<file path="config.mk">
export PLATFORM = sky130hd
export DESIGN_NAME = opmem_fetch
export DESIGN_NICKNAME = d
export VERILOG_FILES = /design/src/rtl/opmem_fetch.sv
export SDC_FILE = /design/constraint.sdc
export NUM_CORES = 1
export LEC_CHECK = 0
export CAP_MARGIN = 20
export CORE_AREA = 2 2 116 118
export DETAILED_ROUTE_END_ITERATION = 10
export DIE_AREA = 0 0 118 120
export PLACE_DENSITY = 0.52
export SYNTH_ARGS = -nofsm -noshare
export SYNTH_HDL_FRONTEND = slang
export SYNTH_SLANG_ARGS = --single-unit
export TNS_END_PERCENT = 10
</file>
<file path="constraint.sdc">
create_clock -name clk -period 3.1 [get_ports clk]
set_input_delay 0.62 -clock clk [delete_from_list [all_inputs] [get_ports clk]]
set_output_delay 0.62 -clock clk [all_outputs]
set_load 0.05 [all_outputs]
</file>
<file path="src/rtl/opmem_fetch.sv">
// opmem_fetch: sequential op fetch from the opram, hiding the registered read latency behind a prefetch FIFO
module opmem_fetch #(
    parameter int ADDR_W = 4,
    parameter int DATA_W = 8,
    parameter int READ_LAT = 2,
    parameter int FIFO_DEPTH = 4,
    parameter logic [DATA_W-1:0] HALT_OP = '1
) (
    input  logic              clk,
    input  logic              rst,
    input  logic              start,
    input  logic [ADDR_W-1:0] start_addr,
    input  logic              abort,
    input  logic [DATA_W-1:0] mem_dout,
    output logic [ADDR_W-1:0] mem_ad,
    output logic              mem_ce,
    output logic              mem_oce,
    output logic              op_valid,
    input  logic              op_ready,
    output logic [DATA_W-1:0] op_out,
    output logic [ADDR_W-1:0] op_addr,
    output logic              busy,
    output logic              done
);
    localparam int PW = $clog2(FIFO_DEPTH);
    localparam int CW = $clog2(FIFO_DEPTH + READ_LAT) + 1;

    typedef enum logic [1:0] {IDLE, FETCH, DRAIN, FLUSH} state_t;

    state_t            state_q, state_d;
    logic [ADDR_W-1:0] ptr_q, ptr_d;
    logic [READ_LAT-1:0] pv_q, pv_d;
    logic [ADDR_W-1:0] pa_q [READ_LAT];
    logic [ADDR_W-1:0] pa_d [READ_LAT];
    logic [PW:0]       rd_q, rd_d, wr_q, wr_d;
    logic              done_q, done_d, oce_q;
    logic [DATA_W-1:0] fifo_op_q [FIFO_DEPTH];
    logic [ADDR_W-1:0] fifo_ad_q [FIFO_DEPTH];
    logic [CW-1:0]     inflight;
    logic [PW:0]       fill;
    logic [DATA_W-1:0] head_op;
    logic [ADDR_W-1:0] head_ad;
    logic              fifo_empty, push, pop, issue, halt_in, halt_out, live;

    always_comb begin
        inflight = '0;
        for (int i = 0; i < READ_LAT; i++) inflight = inflight + CW'(pv_q[i]);
        fill = wr_q - rd_q;
        fifo_empty = wr_q == rd_q;
        head_op = fifo_op_q[rd_q[PW-1:0]];
        head_ad = fifo_ad_q[rd_q[PW-1:0]];
        live = state_q == FETCH || state_q == DRAIN;
        pop = !fifo_empty && op_ready;
        push = pv_q[READ_LAT-1] && state_q == FETCH && !abort;
        halt_in = push && mem_dout == HALT_OP;
        issue = state_q == FETCH && !abort && !halt_in && (inflight + CW'(fill) < CW'(FIFO_DEPTH));
        halt_out = state_q == DRAIN && !abort && pop && head_op == HALT_OP;
        pv_d[0] = issue;
        pa_d[0] = ptr_q;
        for (int i = 1; i < READ_LAT; i++) begin
            pv_d[i] = pv_q[i-1];
            pa_d[i] = pa_q[i-1];
        end
        // the halt return kills every younger read still in flight
        if (halt_in) pv_d = '0;
        ptr_d = state_q == IDLE && start ? start_addr : issue ? ptr_q + 1'b1 : ptr_q;
        wr_d = push ? wr_q + 1'b1 : wr_q;
        rd_d = live && abort ? wr_q : pop ? rd_q + 1'b1 : rd_q;
        done_d = halt_out;
        state_d = state_q;
        case (state_q)
            IDLE:    state_d = start ? FETCH : IDLE;
            FETCH:   state_d = abort ? FLUSH : halt_in ? DRAIN : FETCH;
            DRAIN:   state_d = abort ? FLUSH : halt_out ? IDLE : DRAIN;
            FLUSH:   state_d = inflight == '0 ? IDLE : FLUSH;
            default: state_d = IDLE;
        endcase
    end

    always_ff @(posedge clk or posedge rst) begin
        if (rst) begin
            state_q <= IDLE;
            ptr_q   <= '0;
            pv_q    <= '0;
            for (int i = 0; i < READ_LAT; i++) pa_q[i] <= '0;
            rd_q    <= '0;
            wr_q    <= '0;
            done_q  <= 1'b0;
            oce_q   <= 1'b0;
        end else begin
            state_q <= state_d;
            ptr_q   <= ptr_d;
            pv_q    <= pv_d;
            pa_q    <= pa_d;
            rd_q    <= rd_d;
            wr_q    <= wr_d;
            done_q  <= done_d;
            oce_q   <= 1'b1;
        end
    end

    always_ff @(posedge clk) begin
        if (push) begin
            fifo_op_q[wr_q[PW-1:0]] <= mem_dout;
            fifo_ad_q[wr_q[PW-1:0]] <= pa_q[READ_LAT-1];
        end
    end

    assign mem_ad   = ptr_q;
    assign mem_ce   = issue;
    assign mem_oce  = oce_q;
    assign op_valid = !fifo_empty;
    assign op_out   = fifo_empty ? '0 : head_op;
    assign op_addr  = fifo_empty ? '0 : head_ad;
    assign busy     = state_q != IDLE;
    assign done     = done_q;
endmodule

</file>
==> impl_results.md <==
* Run status: finished with violations
* Failing checks: negative setup slack
* Tightest Pin Transition at 0.653 ns
* Post-CTS Setup Repair Bufs at 0
* Hold Worst Slack at 0.353 ns
* Most common flop cell mapped by yosys: edfxtp_1
* Average instance area after synthesis at 15.5 sq um
* Worst slack at placement at 0.0556 ns
* Library cells used by synthesis at 39
* Path class of the lowest-slack min-delay path: register to register
* Initial standard-cell utilization of the core at 24.2%
* Number of nets in the synthesized netlist at 237
* Starting DRC count in detailed routing at 59
* Pre-Repair DR Iteration Count at 4
* Maximum ir drop on the vdd rail at 626 uV
* Worst-case clock skew at 0.00428 ns
* Standby leakage power at 1.55 nW
* CTS Hold Bufs at 0
* Antenna fix cells at 0
* Worst setup startpoint: wr_q[0]
* Post-route DRC at 0
* Clock tree from TritonCTS: done
* Share of the core filled with cells in the final layout at 31.9%
* Number of max-slew violations in the final report at 0
* Residual overflow from global routing at 0
* Number of failing hold endpoints at the final stage at 0
* Max_slew headroom at 56.4%
* Fill cells at 1301
* Commonest cells after routing, fill and taps aside: 48 x edfxtp_1, 24 x dfrtp_1, 23 x clkdlybuf4s50_1, 23 x buf_4, 16 x ha_1
* Yosys warning total at 0
* Maximum number of pins on one net before global-route repair at 25
* Area enclosed by the die boundary at 14200 sq um
* Routed via count at 1805
* Data required time at the worst endpoint at 2.48 ns
* Proportion of synthesized flip-flops having asynchronous set or reset at 33.3%
* Power density normalized to cell area at 1150 nW/um^2
* Final critical path time including I/O delays and setup at 3.27 ns
* Maximum frequency from static timing analysis at 0.306 GHz
* Max cap viols at 0
* Antenna violations before repair at 0
* Sequential area share after synthesis at 65.0%
* Period utilisation layout at 106%
* Data arrival at the endpoint of the critical path at 2.65 ns
* Routability congestion estimate at 0.739
* Total of buffers placed on input and output ports at 37
* Clock transition time at the flip-flop clock pins of the worst setup and hold paths at 0.06 ns
* Vias per inst at 4.15
* Critical path fanouts, max at 3
* Pwr Total at 0.00475 W
* DRT Wirelength at 6580 um
* Number of cells traversed by the worst register-to-register path at 10
* Endpoint type of the worst setup path: output pin
* Wirelength per Cell at 15.1 um
* Reg-to-reg critical path endpoint: mem_ad[3]
* Vias in the first global route at 1939
* Clock latency reported for the late side of the worst-skew pair at 0.33 ns
* Fraction of layout instances using a drive strength above 1 at 22.4%
* HPWL after DPL at 4570 um
* Vert. Die Dim at 120 um
* End point of the critical path: mem_ce
* I/O pin count at 38
* First-pass GRT wire length at 10500 um
* Final WS setup at -0.172 ns
* CP Class: register to output pin
* R2R setup slack at 0.15 ns
* Setup violation total in the final timing report at 1
* Worst reg2reg path startpoint: wr_q[0]
* FF+latch count, synth at 72
* Most common cell after layout, fill and taps aside: edfxtp_1
* Mapped Area at 3140 sq um
* Antenna-violating nets left at 0
* Horizontal die dimension at 118 um
* EDFF count, synth at 48
* Placement row count at 42
* Longest Clk Path Bufs at 2
* Total Nets Final at 288
* Worst Setup Start Kind: register
* Root buffer selected by CTS: clkbuf_16
* Layout Area Growth over Synthesis at 31.6%
* Total clock buffers created by CTS at 9
* Setup repair after global routing missed its margin: true
* Overall global routing resource usage at 9.95%
* Clk sink count at 72
* Area of the placeable core at 13000 sq um
* CTS HTree Levels at 3
* Synthesized netlist cell count at 203
[state kept, by name, indices dropped and copies added, names as in the netlist]
| signal | flops |
|---|---|
| pa_q | 4 |
| wr_q | 3 |
| pv_q | 2 |
| rd_q | 3 |
| done | 1 |
| state_q | 2 |
| fifo_ad_q | 16 |
| fifo_op_q | 32 |
| mem_ad | 4 |
| pa_d | 4 |
| mem_oce | 1 |
[worst min path at each step]
| stage | cells past startpoint | endpoint | slack [ns] | startpoint |
|---|---|---|---|---|
| after detailed placement | 0 | pa_q[2] | 0.34 | pa_d[2] |
| after floorplan | 0 | pa_q[0] | 0.33 | pa_d[0] |
| after global routing | 0 | pa_q[2] | 0.36 | pa_d[2] |
| final | 0 | pa_q[2] | 0.35 | pa_d[2] |
| after global placement | 0 | pa_q[1] | 0.33 | pa_d[1] |
| after CTS | 0 | pa_q[2] | 0.35 | pa_d[2] |
[Yosys cell counts (2+ instances only)]
| cell | number | share of area [%] |
|---|---|---|
| a21oi_1 | 2 | 0.32 |
| a221oi_1 | 2 | 0.56 |
| a31oi_1 | 4 | 0.80 |
| and2_1 | 4 | 0.80 |
| buf_2 | 2 | 0.32 |
| buf_4 | 4 | 0.96 |
| clkbuf_1 | 2 | 0.24 |
| dfrtp_1 | 24 | 19 |
| edfxtp_1 | 48 | 46 |
| ha_1 | 16 | 6.4 |
| inv_1 | 12 | 1.4 |
| mux4_2 | 12 | 8.6 |
| nand2_1 | 8 | 0.96 |
| nand3_1 | 2 | 0.32 |
| nand3b_1 | 2 | 0.48 |
| nand4_1 | 3 | 0.60 |
| nor2_1 | 8 | 0.96 |
| nor2b_1 | 13 | 2.6 |
| nor3_1 | 2 | 0.32 |
| nor4_1 | 2 | 0.40 |
| o211ai_1 | 2 | 0.48 |
| o21ai_1 | 6 | 0.96 |
| o31ai_1 | 2 | 0.48 |
| or4_1 | 3 | 0.72 |
| xor2_1 | 4 | 1.1 |
[cell families after synthesis]
group | share of synthesized area, %
fa+ha+maj | 7.01
simple gates | 9.08
flops | 65.0
compound gates | 4.70
xor+xnor | 2.11
buf+inv | 3.07
mux | 8.92
other cells | 0.119
[metal layers]
layer | routed length [um] | track usage (%) | share of wire (%)
met1 | 2940 | 12.3 | 45
met4 | 75 | 3.16 | 1.1
met2 | 3290 | 16.4 | 50
met3 | 280 | 3.47 | 4.3
met5 | 0 | 0 | 0
[layout make-up]
cell class | count | area, sq um | share of cell area, %
clock buffers | 10 | 229 | 5.54
clock inverters | 6 | 138 | 3.33
inverters | 13 | 48.8 | 1.18
multi-input cells | 110 | 1010 | 24.5
flip-flops and latches | 72 | 2040 | 49.4
well taps | 176 | 220 | 5.33
repair buffers | 48 | 443 | 10.7
[power breakdown]
group / switching [W] / internal [W] / total (W)
Combinational: 0.00136 / 0.000790 / 0.00215
Clock: 0.000388 / 0.000873 / 0.00126
Sequential: 0.000128 / 0.00121 / 0.00134
Total: 0.00187 / 0.00288 / 0.00475
[worst max-delay path: stages (launching register included)]
cell and delay, ns:
dfrtp_1 0.38, inv_2 0.07, ha_1 0.14, inv_1 0.05
fa_1 0.46, ha_1 0.29, and3b_2 0.22, or4_4 0.44
nor2_4 0.12, buf_12 0.14
[timing repair]
action | CTS | global route
endpoints found under the setup margin | 1 | 1
resized for setup | 2 | 0
pin swaps | 1 | 0
[metrics by stage]
stage	cell area [sq um]	cells	setup TNS, ns
floorplan	3160	203	0
global placement	3760	419	0
detailed placement	3760	419	0
CTS	4140	435	-0.219
global route	4140	435	-0.298
finish	4140	435	-0.172
Power figures use the tool's default switching activity.
